<file path="src/rtl/zmodem_pkg.sv">
// zmodem_pkg: block/symbol geometry and FSM state types shared by the symbol serializer and deserializer
package zmodem_pkg;
    localparam int BLOCK_W        = 128;
    localparam int SYM_W          = 2;
    localparam int SYMS_PER_BLOCK = BLOCK_W / SYM_W;
    typedef enum logic {IDLE, COLLECT} collect_state_t;
    typedef enum logic {EMPTY, FULL} out_state_t;
endpackage

</file>
<file path="src/rtl/symbol_deserializer.sv">
// symbol_deserializer: packs strobed QPSK symbols MSB-first into cipher blocks behind a one-block hold register
module symbol_deserializer #(
    parameter int BLOCK_W        = zmodem_pkg::BLOCK_W,
    parameter int SYM_W          = zmodem_pkg::SYM_W,
    parameter int TIMEOUT_CYCLES = 400
) (
    input  logic               clk,
    input  logic               reset,
    input  logic [SYM_W-1:0]   symbol_data,
    input  logic               symbol_valid,
    input  logic               frame_sync,
    output logic [BLOCK_W-1:0] cipher_data,
    output logic               data_valid,
    input  logic               data_ready,
    output logic               overflow,
    output logic               timeout_err,
    output logic [5:0]         sym_count
);
    import zmodem_pkg::*;
    localparam int SPB = BLOCK_W / SYM_W;
    localparam logic [5:0] LAST = 6'(SPB - 1);
    localparam int GW = $clog2(TIMEOUT_CYCLES + 1);
    collect_state_t     cs_q, cs_d;
    out_state_t         os_q, os_d;
    logic [BLOCK_W-1:0] shift_q, shift_d, hold_q, hold_d, block;
    logic [5:0]         cnt_q, cnt_d;
    logic [GW-1:0]      gap_q, gap_d;
    logic               ovf_q, ovf_d, tmo_q, tmo_d;
    logic               sym_done, accept, gap_hit, load;
    always_ff @(posedge clk or posedge reset) begin
        if (reset) begin
            cs_q    <= IDLE;
            os_q    <= EMPTY;
            shift_q <= '0;
            hold_q  <= '0;
            cnt_q   <= '0;
            gap_q   <= '0;
            ovf_q   <= 1'b0;
            tmo_q   <= 1'b0;
        end else begin
            cs_q    <= cs_d;
            os_q    <= os_d;
            shift_q <= shift_d;
            hold_q  <= hold_d;
            cnt_q   <= cnt_d;
            gap_q   <= gap_d;
            ovf_q   <= ovf_d;
            tmo_q   <= tmo_d;
        end
    end
    // frame_sync always restarts the count, so it can never coincide with a completion
    always_comb begin
        block    = {shift_q[BLOCK_W-SYM_W-1:0], symbol_data};
        sym_done = symbol_valid && !frame_sync && cnt_q == LAST;
        accept   = os_q == FULL && data_ready;
        gap_hit  = cs_q == COLLECT && !symbol_valid && !frame_sync && gap_q == GW'(TIMEOUT_CYCLES - 1);
        load     = sym_done && (os_q == EMPTY || accept);
        shift_d  = symbol_valid ? block : shift_q;
        cnt_d    = frame_sync ? {5'd0, symbol_valid} :
                   (sym_done || gap_hit) ? 6'd0 :
                   symbol_valid ? cnt_q + 6'd1 : cnt_q;
        cs_d     = cnt_d == 6'd0 ? IDLE : COLLECT;
        gap_d    = (symbol_valid || frame_sync || cs_q == IDLE || gap_hit) ? '0 : gap_q + GW'(1);
        os_d     = sym_done ? FULL : accept ? EMPTY : os_q;
        hold_d   = load ? block : hold_q;
        ovf_d    = sym_done && os_q == FULL && !data_ready;
        tmo_d    = gap_hit;
    end
    assign cipher_data = hold_q;
    assign data_valid  = os_q == FULL;
    assign overflow    = ovf_q;
    assign timeout_err = tmo_q;
    assign sym_count   = cnt_q;
endmodule
</file>
<file path="config.mk">
export PLATFORM = sky130hd
export DESIGN_NAME = symbol_deserializer
export DESIGN_NICKNAME = d
export VERILOG_FILES = /design/src/rtl/zmodem_pkg.sv /design/src/rtl/symbol_deserializer.sv
export SDC_FILE = /design/constraint.sdc
export NUM_CORES = 1
export LEC_CHECK = 0
export CORE_AREA = 2 2 126 219
export CTS_BUF_LIST = sky130_fd_sc_hd__clkbuf_4 sky130_fd_sc_hd__clkbuf_8
export DETAILED_ROUTE_END_ITERATION = 10
export DIE_AREA = 0 0 128 221
export GPL_ROUTABILITY_DRIVEN = 0
export MAX_ROUTING_LAYER = met4
export SETUP_SLACK_MARGIN = 0.3
export SLEW_MARGIN = 30
export SYNTH_ARGS = -nofsm -noshare
export SYNTH_HDL_FRONTEND = slang
export SYNTH_SLANG_ARGS = --single-unit
export TNS_END_PERCENT = 100
</file>
<file path="constraint.sdc">
create_clock -name clk -period 15.6 [get_ports clk]
set_input_delay 3.9 -clock clk [delete_from_list [all_inputs] [get_ports clk]]
set_output_delay 3.9 -clock clk [all_outputs]
set_load 0.02 [all_outputs]
</file>
==> impl_metrics.yaml, run 1 <==
worst_hold_path:
  hold_depth: 1
  hp-start: "gap_q[0]"
  worstHoldEndpoint: "gap_q[0]"
  hp-class: "reg2reg"
yosys:
  synth.distinct_cells: 38
  yosysSeqAreaShare_pct: 65.55
  synthArstFlopShare_pct: 100.0
  dominantRegCellSynth: "dfrtp_1"
  synth_area_leaders: "dfrtp_1 (66%), mux2_2 (26%), buf_8 (1.4%)"
  yosysWarnings: 0
  synth_area_um2: 10420
  yosysTopAreaCellShare_pct: 65.55
  netlist_instances: 632
  syn_avg_cell_area_um2: 16.49
  synth_area_leader_cell: "dfrtp_1"
  synth_edf_count: 0
  synth_fp_nets: 641
  synth-seq-cells: 273
critical_path:
  required_ps: 16010
  reg2reg_depth: 7
  r2r_end: "cipher_data[96]"
  worstReg2RegStart: "sym_count[0]"
  reg2reg_slack_ps: 12360
  worstPathArrival_ps: 6930
  crit_type: "in2reg"
  startpoint: "symbol_valid"
  critical_path_peak_fanout: 76
  start_kind: "input port"
  worstSetupEndpointType: "flip-flop"
routing:
  vias: 5678
  route.detailed.drc: 0
  wl_per_cell_um: 16.67
  vias_per_cell: 4.959
  drt.antenna.violating_nets: 0
  wirelength_um: 19090
  drtIter0Drc: 221
  dr.pass1.iters: 4
clocking:
  cts_tree: "built"
  postCtsSetupBuffers: 0
  cts_resized: 0
  ctsRootBufferMaster: "clkbuf_8"
  insertion_delay_ps: 530
  cts.sinks: 273
  postCtsHoldBufs: 0
  cts_max_path_buffers: 3
  clkTransAtPathRegs_ps: 60
  cts_buffers: 41
  htree_levels: 2
timing:
  maxSlewHeadroom_pct: 46.96
  slew_viol_final: 0
  hold_viol: 0
  fin_skew_ps: 15.60
  setup_viol: 0
  period_share_pct: 41.82
  setup-tns-final_ps: 0
  worst_pin_slew_ps: 795.7
  period_needed_ps: 6524
  fmax_mhz: 153.3
  rsz0062_at_grt: "no"
grt:
  grt_max_degree: 112
  use_met2_pct: 23.81
  grt_overflow_total: 0
  busiest_layer: "met2"
  grt_pass1_wl_um: 32300
  grt_pass1_vias: 6216
  antenna_found_initial: 0
  use_met1_pct: 16.84
  grt_usage_pct: 14.37
  use_met3_pct: 3.893
power_and_ir_drop:
  pwr-share-seq_pct: 53.7
  internal-power_mw: 1.180
  clkPwrFrac_pct: 39.9
  p_sw_mw: 0.3565
  pwr_density_cell_nw_per_um2: 118.8
  peakVddDrop_mv: 0.07519
  combPwrFrac_pct: 6.5
  switching_share_pct: 23.20
  p_leak_nw: 6.183
die:
  rows: 79
  die_area_um2: 28290
  die_h_um: 221
  ios: 144
  start_util_pct: 39.34
  core_area_um2: 26490
  die_w_um: 128
run:
  cap_viol_max_count: 0
place:
  place.detailed.hpwl_um: 12050
  placed_area_um2: 12050
  numPortBuffers: 143
final_layout:
  finalInstanceArea_um2: 12930
  final_cell_mix: "dfrtp_1 (273), mux2_2 (244), clkdlybuf4s50_1 (142), clkbuf_8 (54), nor2_1 (19)"
  syn_to_final_growth_pct: 24.09
  antenna_cells: 0
  fin_nets: 803
  post-route-util_pct: 48.82
  final_common_cell: "dfrtp_1"
  drive_gt1_share_pct: 39.95
outcome:
  outcome: "finished clean"
## power groups by stage
stage	Sequential (mW)	Combinational, mW	Clock, mW
4_1_cts	0.825	0.103	0.637
3_5_place_dp	0.838	0.102	0
3_3_place_gp	0.834	0.0968	0
6_report	0.824	0.0997	0.612
2_1_floorplan	0.818	0.0846	0
5_1_grt	0.835	0.112	0.670
## worst max-delay path, stage by stage
cell and delay (ps):
buf_6 460, nand3_2 160, or3_4 440, nor2b_4 110, buf_4 580, buf_6 610
mux2_2 410
## metrics by stage
stage	total power, mW	hold WS (ps)	cells	setup WS, ps
2_1_floorplan	0.9025	432.9	632	4176
3_3_place_gp	0.9304	442.8	1075	8374
3_5_place_dp	0.9404	455.4	1075	8311
4_1_cts	1.565	463.7	1145	8886
5_1_grt	1.616	488.3	1145	8940
6_report	1.536	461.9	1145	9076
## area by class of cell
class / instances / area [um2]
Multi-Input combinational cell: 326 / 3321
Clock buffer: 62 / 803.3
Sequential cell: 273 / 6832
Tap cell: 324 / 405.4
Fill cell: 2279 / 13560
Timing Repair Buffer: 148 / 1481
Clock inverter: 8 / 68.82
Inverter: 4 / 22.52
## per-layer routing
metal | up-vias | part of all wire, % | wire length, um
li1 | 2553 | - | -
met1 | 2940 | 41 | 7767
met2 | 144 | 52 | 9833
met3 | 41 | 5.5 | 1041
met4 | 0 | 2.3 | 446
met5 | - | 0 | 0
## sequential cells by signal, indices dropped and copies added, names as in the netlist
| signal | flops |
|---|---|
| cipher_data | 128 |
| shift_q | 126 |
| gap_q | 9 |
| sym_count | 6 |
| cs_q | 1 |
| data_valid | 1 |
| overflow | 1 |
| timeout_err | 1 |
## worst max path at each step
stage | to | cells past startpoint
floorplan | cipher_data[0] | 1
global placement | cipher_data[89] | 7
detailed placement | cipher_data[96] | 7
CTS | cipher_data[96] | 7
global route | cipher_data[96] | 7
finish | cipher_data[96] | 7
## synth_stat cells (2+ instances only)
cell type / n
nor2_1: 19
a21oi_1: 2
buf_8: 10
nand3_1: 4
xnor2_1: 5
dfrtp_1: 273
o21bai_1: 2
clkbuf_1: 14
and3_1: 2
inv_1: 4
nor3_1: 4
ha_1: 2
nand2_1: 6
buf_6: 4
or3_1: 2
xor2_1: 4
mux2i_1: 2
mux2_1: 10
mux2_2: 244
## kinds of logic after synthesis
group                    Yosys count  share of synthesized area, %
flip-flops                       273                         65.55
multiplexers                     256                         27.64
AND/OR/NAND/NOR                   49                         2.545
buffers and inverters             33                         2.593
AO/OA/AOI/OAI                     10                        0.6843
XOR/XNOR                           9                        0.7562
adder cells (fa/ha/maj)            2                        0.2401
No activity file was read; power rests on OpenSTA's default activity.
==> run 2, diff against run 1 <==
==> constraint.sdc (replaced) <==
create_clock -name clk -period 6.66 [get_ports clk]
set_input_delay 1.665 -clock clk [delete_from_list [all_inputs] [get_ports clk]]
set_output_delay 1.665 -clock clk [all_outputs]
set_load 0.02 [all_outputs]
==> run 2 against run 1 <==
Against the previous run: clock skew down 6.3 ps; first-iteration DRC count fell by 28%; final area is 0.85% higher; wire length is 1.1% higher; via count up 0.79%.
==> impl_metrics.yaml, run 2 (synthesis results as in run 1) <==
clocking:
  cts_buffers: 42
  insertion_delay_ps: 540
  cts.sinks: 273
  ctsRootBufferMaster: "clkbuf_8"
  cts_max_path_buffers: 3
  htree_levels: 2
  cts_resized: 0
  cts_tree: "built"
  postCtsSetupBuffers: 0
  postCtsHoldBufs: 0
  clkTransAtPathRegs_ps: 60
place:
  place.detailed.hpwl_um: 12250
  post-place-ws_ps: 2198
  numPortBuffers: 143
timing:
  slew_viol_final: 0
  hold_viol: 0
  rsz0062_at_grt: "no"
  period_needed_ps: 3851
  worst_pin_slew_ps: 900.6
  maxSlewHeadroom_pct: 39.83
  period_share_pct: 57.82
  setup_viol: 0
  setup-tns-final_ps: 0
  hold_slack_ps: 463.9
  fmax_mhz: 259.7
  finalWorstSetupSlack_ps: 2809
  fin_skew_ps: 9.345
grt:
  grt_pass1_vias: 6305
  grt_usage_pct: 14.59
  use_met1_pct: 17.06
  antenna_found_initial: 0
  grt_overflow_total: 0
  use_met2_pct: 24.01
  grt_pass1_wl_um: 32870
  use_met3_pct: 4.207
  busiest_layer: "met2"
  grt_max_degree: 148
critical_path:
  crit_type: "in2reg"
  required_ps: 7080
  crit_path_max_incr_delay_ps: 720
  worstPathArrival_ps: 4270
  cp_slowest_cell: "nor2b_4"
  worstSetupEndpointType: "flip-flop"
  path_cells: "buf_6, nand3_2, or3_4, nor2b_4, buf_4, mux2_2"
  critical_path_peak_fanout: 63
  start_kind: "input port"
run:
  cap_viol_max_count: 0
die:
  core_area_um2: 26490
  die_area_um2: 28290
  ios: 144
  start_util_pct: 39.34
  die_h_um: 221
  die_w_um: 128
  rows: 79
routing:
  dr.pass1.iters: 5
  wirelength_um: 19300
  vias_per_cell: 4.968
  wl_per_cell_um: 16.76
  drt.antenna.violating_nets: 0
  vias: 5723
  drtIter0Drc: 160
  route.detailed.drc: 0
final_layout:
  final_common_cell: "dfrtp_1"
  post-route-util_pct: 49.24
  largest_reg_flops: 128
  fin_nets: 806
  antenna_cells: 0
  syn_to_final_growth_pct: 25.15
  n_fill_cell: 2304
  final_cell_mix: "dfrtp_1 (273), mux2_2 (244), clkdlybuf4s50_1 (142), clkbuf_8 (57), nor2_1 (19)"
  drive_gt1_share_pct: 40.46
worst_hold_path:
  hp-class: "reg2reg"
power_and_ir_drop:
  peakVddDrop_mv: 0.1856
  p_leak_nw: 6.224
  pwr_density_cell_nw_per_um2: 282.3
outcome:
  outcome: "finished clean"
run 2: layer usage:
layer  vias to the layer above  wire length, um
li1                       2569                -
met2                       150             9929
met4                         0              382
met1                      2972             7844
met3                        32             1148
met5                         -                0
run 2: where the power goes:
| part | switching [mW] | internal (mW) | total [mW] |
|---|---|---|---|
| combinational | 0.0940 | 0.141 | 0.235 |
| clock | 0.631 | 0.888 | 1.52 |
| sequential | 0.113 | 1.82 | 1.93 |
run 2: final timing paths:
check / start / to / slack [ps] / depth (start not counted)
setup / recovery: symbol_valid / cipher_data[112] / 2810 / 6
hold reg to reg: gap_q[0] / gap_q[0] / 460 / 1
min in group asynchronous: reset / cipher_data[0] / 1540 / 2
max in group asynchronous: reset / cipher_data[116] / 3900 / 3
hold / removal: gap_q[0] / gap_q[0] / 460 / 1
setup reg to reg: sym_count[0] / cipher_data[112] / 3740 / 6
run 2: layout make-up:
type / instances / area, um2 / area share [%]
multi-input cells: 326 / 3321 / 25.46
well taps: 324 / 405.4 / 3.108
clock inverters: 10 / 108.9 / 0.8345
flip-flops and latches: 273 / 6832 / 52.37
clock buffers: 65 / 844.6 / 6.475
inverters: 4 / 18.77 / 0.1439
repair buffers: 150 / 1514 / 11.61
run 2: stage by stage:
step                      total power [mW]  instance area (um2)  cells
after floorplan                      2.114                10430    632
after global placement               2.183                12090   1077
after detailed placement             2.202                12090   1077
after CTS                            3.757                13040   1152
after global routing                 3.876                13040   1152
final                                3.682                13040   1152
run 2: worst max-delay path: cells and delay by family:
kind | cells | cell delay, ps
buffers and inverters | 2 | 870
multiplexers | 1 | 370
AND/OR/NAND/NOR | 3 | 1320
==> run 3, diff against run 2 <==
==> constraint.sdc (replaced) <==
create_clock -name clk -period 3.23 [get_ports clk]
set_input_delay 0.8075 -clock clk [delete_from_list [all_inputs] [get_ports clk]]
set_output_delay 0.8075 -clock clk [all_outputs]
set_load 0.02 [all_outputs]
==> run 3 against run 2 <==
Against the previous run: power increased by 99%; register-to-register slack got worse by 2900 ps; final cell count increased by 0.52%; combinational power increased by 110%; worst hold slack improved by 9.6 ps; critical path type is now reg2out; global-route usage increased by 0.62 points; critical endpoint is now sym_count[4]; flip-flop and latch count unchanged.
==> impl_metrics.yaml, run 3 (synthesis results as in run 1) <==
grt:
  grt_pass1_vias: 6512
  grt_pass1_wl_um: 34090
  grt_usage_pct: 15.21
  grt_overflow_total: 0
  antenna_found_initial: 0
  grt_max_degree: 55
final_layout:
  final_cell_mix: "dfrtp_1 (273), mux2_2 (244), clkdlybuf4s50_1 (142), clkbuf_8 (52), nor2_1 (19)"
  drive_gt1_share_pct: 40.89
  syn_to_final_growth_pct: 25.45
  fin_nets: 817
  n_fill_cell: 2254
  post-route-util_pct: 49.36
  largest_reg_flops: 128
  final_common_cell: "dfrtp_1"
  antenna_cells: 0
run:
  cap_viol_max_count: 0
critical_path:
  cp_slowest_cell: "clkdlybuf4s50_1"
  r2r_end: "cipher_data[62]"
  worstReg2RegStart: "sym_count[0]"
  crit_path_max_incr_delay_ps: 650
  reg2reg_depth: 7
  cp.depth: 1
  worstSetupEndpointType: "output port"
  reg2reg_slack_ps: 870
  critical_path_peak_fanout: 7
  required_ps: 2420
  worstPathArrival_ps: 1650
  critPathBufInv: 1
  crit_type: "reg2out"
  path_cells: "clkdlybuf4s50_1"
  start_kind: "flip-flop"
  crit_family: "buffers and inverters"
clocking:
  cts_max_path_buffers: 3
  cts_resized: 0
  insertion_delay_ps: 540
  htree_levels: 2
  cts.sinks: 273
  postCtsSetupBuffers: 0
  clkTransAtPathRegs_ps: 60
  postCtsHoldBufs: 0
  cts_tree: "built"
  cts_buffers: 40
  ctsRootBufferMaster: "clkbuf_8"
timing:
  rsz0062_at_grt: "no"
  hold_viol: 0
  worst_pin_slew_ps: 745.0
  fmax_mhz: 407.0
  period_share_pct: 76.06
  slew_viol_final: 0
  period_needed_ps: 2457
  fin_skew_ps: 18.22
  maxSlewHeadroom_pct: 50.33
  setup_viol: 0
power_and_ir_drop:
  total_power_mw: 7.309
  peakVddDrop_mv: 0.4396
  pwr_density_cell_nw_per_um2: 559.0
  p_leak_nw: 6.245
die:
  die_area_um2: 28290
  die_h_um: 221
  rows: 79
  start_util_pct: 39.34
  ios: 144
  core_area_um2: 26490
  die_w_um: 128
worst_hold_path:
  hp-start: "gap_q[0]"
  hp-class: "reg2reg"
  worstHoldEndpoint: "gap_q[0]"
  hold_depth: 1
routing:
  vias: 5773
  vias_per_cell: 4.985
  drtIter0Drc: 193
  dr.pass1.iters: 4
  route.detailed.drc: 0
  wl_per_cell_um: 17.08
  wirelength_um: 19780
  drt.antenna.violating_nets: 0
place:
  numPortBuffers: 143
  place.detailed.hpwl_um: 13200
outcome:
  outcome: "finished clean"
==> run 3: final cells by class <==
type	count	area (um2)	share of cell area, %
Inverter	4	18.77	0.1435
Clock buffer	63	798.3	6.105
Tap cell	324	405.4	3.100
Multi-Input combinational cell	326	3321	25.40
Timing Repair Buffer	163	1670	12.78
Sequential cell	273	6832	52.25
Clock inverter	5	30.03	0.2297
==> run 3: worst register-to-register path, delay by kind of cell, from the launching register on <==
family                   cells  cell delay, ps
AND/OR/NAND/NOR              3             690
flip-flops                   1             430
buffers and inverters        2             480
adder cells (fa/ha/maj)      1             270
multiplexers                 1             360
==> run 3: worst max path at each step <==
stage	slack (ps)	endpoint	start
after CTS	710	sym_count[4]	sym_count[4]
after global placement	370	cipher_data[64]	frame_sync
after detailed placement	320	cipher_data[55]	frame_sync
final	770	sym_count[4]	sym_count[4]
after floorplan	-1190	cipher_data[0]	reset
after global routing	690	sym_count[4]	sym_count[4]
==> run 3: metrics by stage <==
step	instance area (um2)	TNS (ps)	hold WS (ps)	worst slack, ps	instances
after global routing	13080	0	504.9	685.8	1158
after detailed placement	12250	0	474.6	316.8	1090
after global placement	12250	0	444.3	366.8	1090
final	13080	0	473.4	773.1	1158
after floorplan	10430	-324020	432.9	-1187	632
after CTS	13080	0	482.6	711.0	1158
==> run 3: power by group <==
group | internal, mW | switching, mW | leakage [nW]
clock network | 1.56 | 1.26 | 0.437
logic | 0.301 | 0.198 | 2.10
registers | 3.74 | 0.245 | 3.71
total | 5.61 | 1.70 | 6.24
==> run 3: layer usage <==
metal / up-vias / GRT usage (%) / share of wire (%)
met4: 0 / 5.175 / 2.2
li1: 2581 / - / -
met2: 150 / 25.70 / 53
met3: 38 / 3.723 / 4.9
met5: - / - / 0
met1: 3004 / 17.62 / 40
